==> config.mk <==
export PLATFORM = sky130hd
export DESIGN_NAME = run_ctrl
export DESIGN_NICKNAME = d
export VERILOG_FILES = /design/src/rtl/run_ctrl_pkg.sv /design/src/rtl/sync_edge.sv /design/src/rtl/run_ctrl.sv
export SDC_FILE = /design/constraint.sdc
export NUM_CORES = 1
export LEC_CHECK = 0
export CAP_MARGIN = 30
export CORE_MARGIN = 1
export CORE_UTILIZATION = 55
export CTS_CLUSTER_DIAMETER = 30
export DETAILED_ROUTE_END_ITERATION = 6
export DONT_BUFFER_PORTS = 1
export MAX_ROUTING_LAYER = met4
export PLACE_DENSITY_LB_ADDON = 0.2
export SETUP_SLACK_MARGIN = 0.05
export SLEW_MARGIN = 15
export SYNTH_ARGS = -nofsm -noshare
export SYNTH_HDL_FRONTEND = slang
export SYNTH_SLANG_ARGS = --single-unit
==> constraint.sdc <==
create_clock -name clk -period 2.3 [get_ports clk]
set_clock_uncertainty 0.15 [all_clocks]
set_input_delay 0.46 -clock clk [delete_from_list [all_inputs] [get_ports clk]]
set_output_delay 0.46 -clock clk [all_outputs]
set_load 0.005 [all_outputs]
==> src/rtl/run_ctrl_pkg.sv <==
// Shared state encoding for the CPU run/step/breakpoint controller.
package run_ctrl_pkg;

  typedef enum logic [1:0] {
    ST_HALT = 2'b00,
    ST_RUN  = 2'b01,
    ST_STEP = 2'b10,
    ST_BRK  = 2'b11
  } state_t;

  localparam int ADDR_W = 32;
  localparam int CNT_W  = 32;

endpackage

==> src/rtl/sync_edge.sv <==
// Two-flop synchronizer with rising-edge detect on the synchronized level.
// o_sync lags the pin by two edges; o_rise is combinational from the sync flops.
module sync_edge #(
  parameter int W = 1
) (
  input  logic         clk,
  input  logic         rst_n,
  input  logic [W-1:0] i_async,
  output logic [W-1:0] o_sync,
  output logic [W-1:0] o_rise
);

  logic [W-1:0] r_meta;
  logic [W-1:0] r_sync;
  logic [W-1:0] r_prev;

  always_ff @(posedge clk or negedge rst_n) begin
    if (!rst_n) begin
      r_meta <= '0;
      r_sync <= '0;
      r_prev <= '0;
    end else begin
      r_meta <= i_async;
      r_sync <= r_meta;
      r_prev <= r_sync;
    end
  end

  assign o_sync = r_sync;
  assign o_rise = r_sync & ~r_prev;

endmodule

==> src/rtl/run_ctrl.sv <==
// CPU clock-enable controller: run/step/halt with optional PC breakpoint (RUN_CTRL_BRK_EN).
// Pin to cpu_en latency is 3 edges; the breakpoint gates cpu_en combinationally in the matching cycle.
module run_ctrl
  import run_ctrl_pkg::*;
(
  input  logic              clk,
  input  logic              rst_n,
  input  logic              run,
  input  logic              step,
  input  logic [ADDR_W-1:0] pc,
  input  logic              brk_set,
  input  logic              brk_clr,
  input  logic [ADDR_W-1:0] brk_wdata,
  input  logic              cnt_clr,
  output logic              cpu_en,
  output logic              halted,
  output logic [1:0]        state,
  output logic              brk_hit,
  output logic [CNT_W-1:0]  cyc_cnt
);

  state_t           r_state;
  state_t           w_next;
  logic             w_cpu_en;
  logic             w_match;
  logic             w_run_s;
  logic             w_step_rise;
  logic             w_unused_run_rise;
  logic             w_unused_step_s;
  logic [CNT_W-1:0] r_cyc_cnt;

  sync_edge #(.W(1)) u_sync_run (
    .clk     (clk),
    .rst_n   (rst_n),
    .i_async (run),
    .o_sync  (w_run_s),
    .o_rise  (w_unused_run_rise)
  );

  sync_edge #(.W(1)) u_sync_step (
    .clk     (clk),
    .rst_n   (rst_n),
    .i_async (step),
    .o_sync  (w_unused_step_s),
    .o_rise  (w_step_rise)
  );

`ifdef RUN_CTRL_BRK_EN
  logic [ADDR_W-1:0] r_brk_addr;
  logic              r_brk_valid;

  // Clear beats set for the valid bit, but the address is still captured.
  always_ff @(posedge clk or negedge rst_n) begin
    if (!rst_n) begin
      r_brk_addr  <= '0;
      r_brk_valid <= 1'b0;
    end else begin
      if (brk_set) r_brk_addr <= brk_wdata;
      if (brk_clr)      r_brk_valid <= 1'b0;
      else if (brk_set) r_brk_valid <= 1'b1;
    end
  end

  assign w_match = r_brk_valid && (pc == r_brk_addr);
  assign brk_hit = (r_state == ST_BRK);
`else
  logic w_unused_brk;
  assign w_unused_brk = ^{brk_set, brk_clr, brk_wdata, pc};
  assign w_match      = 1'b0;
  assign brk_hit      = 1'b0;
`endif

  always_ff @(posedge clk or negedge rst_n) begin
    if (!rst_n) r_state <= ST_HALT;
    else        r_state <= w_next;
  end

  always_comb begin
    w_next   = r_state;
    w_cpu_en = 1'b0;
    case (r_state)
      ST_HALT: begin
        if (w_run_s)          w_next = ST_RUN;
        else if (w_step_rise) w_next = ST_STEP;
      end
      ST_RUN: begin
        // Step edges are dropped here; only the run level or a breakpoint moves us on.
        w_cpu_en = !w_match;
        if (!w_run_s)     w_next = ST_HALT;
        else if (w_match) w_next = ST_BRK;
      end
      ST_STEP: begin
        w_cpu_en = 1'b1;
        w_next   = ST_HALT;
      end
      ST_BRK: begin
`ifdef RUN_CTRL_BRK_EN
        if (w_step_rise)   w_next = ST_STEP;
        else if (!w_run_s) w_next = ST_HALT;
`else
        w_next = ST_HALT;
`endif
      end
      default: w_next = ST_HALT;
    endcase
  end

  always_ff @(posedge clk or negedge rst_n) begin
    if (!rst_n)        r_cyc_cnt <= '0;
    else if (cnt_clr)  r_cyc_cnt <= '0;
    else if (w_cpu_en) r_cyc_cnt <= r_cyc_cnt + 1'b1;
  end

  assign cpu_en  = w_cpu_en;
  assign halted  = (r_state == ST_HALT) || (r_state == ST_BRK);
  assign state   = r_state;
  assign cyc_cnt = r_cyc_cnt;

endmodule

==> flow_summary.json, run 1 <==
{
  "hold_worst_slack_ns": -0.00101,
  "crit_required_ns": 2.43,
  "detail_route.drc_violations": 0,
  "first_pass_iters": 5,
  "post_layout_total_power_mw": 1.47,
  "clock_path_buffers": 2,
  "postLayoutCoreUtil_pct": 71.0,
  "number_of_max_cap_violations": 0,
  "die-width_um": 62.0,
  "final_antenna_net_count": 0,
  "kind_of_start_point_of_the_critical_path": "register",
  "static_power_due_to_leakage_nw": 0.919,
  "die_area_um2": 3840,
  "layout_worst_path_cycle_share_pct": 98.7,
  "synthTopCellsByArea": "dfrtp_1 (49%), or4_1 (5.7%), a21oi_1 (4.8%)",
  "max_freq_ghz": 0.440,
  "synth_async_sr_flop_share_pct": 100,
  "antenna_cells": 0,
  "routedLengthMet1_mm": 2.00,
  "finalHoldViolCount": 1,
  "critical_path_source": "state[1]$_DFFE_PN0P_",
  "min-delay-path-class": "input pin to register",
  "vias_in_the_first_global_route": 1710,
  "powerDensity_nw_per_um2": 609,
  "grt_max_degree": 40,
  "tritoncts": "built",
  "critical_path_peak_fanout": 7,
  "setup_slack_ns": 0.0292,
  "critical_path_buf_inv_count": 1,
  "number_of_antenna_violations_at_the_first_check_in_global_routing": 0,
  "period_minus_ws_final_ns": 2.27,
  "io_pins": 108,
  "finalSetupTns_ns": 0,
  "grt_first_pass_wirelength_mm": 7.25,
  "timing.critical_path.arrival_ns": 2.40,
  "mappedNetlistNets": 278,
  "finish.net_count": 303,
  "wl_met3_um": 450,
  "drt_wl_total_mm": 5.26,
  "cts_made_buffers": 5,
  "place.gp.congestion": 0.819,
  "core.rowCount": 21,
  "cp_slowest_stage_delay_ns": 0.57,
  "dp_slack_ns": -0.00745,
  "route.vias.total": 1791,
  "highest_layer": "met4",
  "synth.largest_area_cell": "dfrtp_1",
  "synth_area_um2": 1980,
  "synth_top_area_share_pct": 49.3,
  "dp.cells": 254,
  "rsz0062_at_grt": "true",
  "run_status": "complete, but fails checks",
  "placement.cell_area_um2": 2140,
  "cells_along_the_critical_path": "inv_2 > ha_4 > o211ai_1 > or4_4 > or4_4 > a21oi_2",
  "r2r-start": "state[1]$_DFFE_PN0P_",
  "total_routing_resource_utilization_after_global_routing_pct": 27.1,
  "initial_core_util_pct": 58.4,
  "critPathKind": "register to register",
  "htree_num_levels": 2,
  "clock_insertion_delay_at_the_later_pin_of_the_skew_report_ns": 0.36,
  "hpwl_mm": 3.10,
  "cp_top_family": "simple AND/OR/NAND/NOR gates",
  "drv_slew": 0,
  "synthFlopType": "dfrtp_1",
  "area_growth_syn_to_layout_pct": 21.6,
  "path_length_in_cells_of_the_critical_path": 6,
  "end_kind": "register",
  "vias_per_cell": 6.49,
  "cts.sink_count": 39,
  "reg2reg_setup_slack_ns": 0.03,
  "slew-limit-headroom_pct": 60.1,
  "postSynthRegisterBits": 39,
  "worst_case_vdd_ir_drop_uv": 425,
  "cpMostUsedCell": "or4_4",
  "met2_length_mm": 2.70,
  "die_h_um": 62.0,
  "grt_overflow": 0,
  "finish.cell_count_without_fillers": 276,
  "numPortBuffers": 0,
  "violations": "negative hold slack",
  "final_cell_area_um2": 2410,
  "syn_area_per_cell_um2": 9.70,
  "drt-initial-drc-count": 242,
  "r2r_end": "cyc_cnt[28]$_DFFE_PN0P_",
  "worstSetupEndpoint": "cyc_cnt[28]$_DFFE_PN0P_",
  "synth_enable_flop_cells": 0,
  "slowest_stage": "or4_4",
  "worstRegToRegCells": 6,
  "seq_area_frac_synth_pct": 49.3,
  "yosysUniqueCellTypes": 35,
  "worst_slew_pin_slew_ns": 0.597,
  "wl_per_cell_um": 19.1,
  "clk_transition_reported_paths_ns": 0.11,
  "design.core.area_um2": 3390,
  "cts-root-buf": "clkbuf_4",
  "synth_cells": 204,
  "drive_above_1_share_pct": 24.8,
  "finalSetupViolations": 0,
  "yosys_warnings": 0
}
-- synthesized netlist by cell type, drive strengths merged (5+ instances only) --
master	instances
a21oi	19
buf	8
clkbuf	5
dfrtp	39
inv	10
nand2	11
nand3	8
nand4	10
nor2	12
nor4	5
o21ai	11
o31ai	11
or3	9
or4	16
xnor2	5
xor2	5
-- how the worst min path moves through the flow --
stage,start,cells after the start,endpoint,slack (ns)
floorplan,rst_n,0,cyc_cnt[0]$_DFFE_PN0P_,0.01
finish,cnt_clr,1,cyc_cnt[15]$_DFFE_PN0P_,-0.001
global route,cnt_clr,1,cyc_cnt[25]$_DFFE_PN0P_,-0.002
global placement,rst_n,0,cyc_cnt[27]$_DFFE_PN0P_,0.02
detailed placement,rst_n,0,cyc_cnt[22]$_DFFE_PN0P_,0.02
CTS,cnt_clr,1,cyc_cnt[1]$_DFFE_PN0P_,0.00007
-- layer usage --
| metal | vias to the layer above | global-route usage [%] |
|---|---|---|
| li1 | 807 | - |
| met1 | 886 | 31.0 |
| met2 | 88 | 46.2 |
| met3 | 10 | 6.83 |
| met4 | 0 | 8.89 |
| met5 | - | - |
-- power breakdown --
group          internal, mW  total [mW]  switching (mW)
Combinational         0.145       0.308           0.162
Clock                 0.180       0.415           0.235
Sequential            0.715       0.742          0.0276
Total                  1.04        1.47           0.425
-- cell type report --
class	instances	area, µm²
Fill cell	250	983
Timing Repair Buffer	30	259
Tap cell	46	57.6
Sequential cell	39	977
Inverter	10	37.5
Clock buffer	8	68.8
Multi-Input combinational cell	143	1010
-- cell usage in the layout, fill, tap and decap left out, types with 4 or more instances in the layout --
cell type      count
xnor2_1            5
buf_4             21
nand3_1            8
or3_1              9
nand4_1           10
inv_1              8
o31ai_1           10
or4_4             11
nor4_1             4
nor2_1            12
a21oi_2            7
or4_1              6
xor2_1             5
dfrtp_1           38
nand2_1           11
dlygate4sd3_1      7
clkbuf_4           5
a21oi_1           12
o21ai_0           11
-- registers in the layout, summed over array words and instances, names as in the netlist --
signal,cells
cyc_cnt,32
state,2
u_sync_run.o_sync,1
u_sync_run.r_meta,1
u_sync_step.o_sync,1
u_sync_step.r_meta,1
u_sync_step.r_prev,1
-- what timing repair did --
item,4_1_cts,5_1_grt
hold buffers,6,2
cloned,0,1
hold endpoints to repair,49,9
pin swaps,1,16
resized for setup,0,18
endpoints found under the setup margin,7,15
buffers inserted,1,4
-- logic make-up after synthesis --
kind of cell / after synthesis / synth area share, %
adder cells (fa/ha/maj): 3 / 1.90
flip-flops: 39 / 49.3
buffers and inverters: 23 / 5.25
AO/OA/AOI/OAI: 48 / 15.1
AND/OR/NAND/NOR: 78 / 22.8
other: 1 / 0.189
XOR/XNOR: 10 / 4.42
multiplexers: 2 / 1.07
-- worst register-to-register path, delay by kind of cell, from the launching register on --
kind	cells	cell delay, ns
buf+inv	1	0.06
flops	1	0.38
fa+ha+maj	1	0.32
simple gates	2	1.01
compound gates	2	0.28
Note: power is estimated with default switching activity, not from simulation.
==> run 2, diff against run 1 <==
--- a/config.mk
+++ b/config.mk
@@ -9,6 +9,7 @@
 export CORE_MARGIN = 1
 export CORE_UTILIZATION = 55
 export CTS_CLUSTER_DIAMETER = 30
+export CTS_CLUSTER_SIZE = 30
 export DETAILED_ROUTE_END_ITERATION = 6
 export DONT_BUFFER_PORTS = 1
 export MAX_ROUTING_LAYER = met4
==> results of run 2 <==
The final DEF is identical to that of run 1; final timing and power are the same.
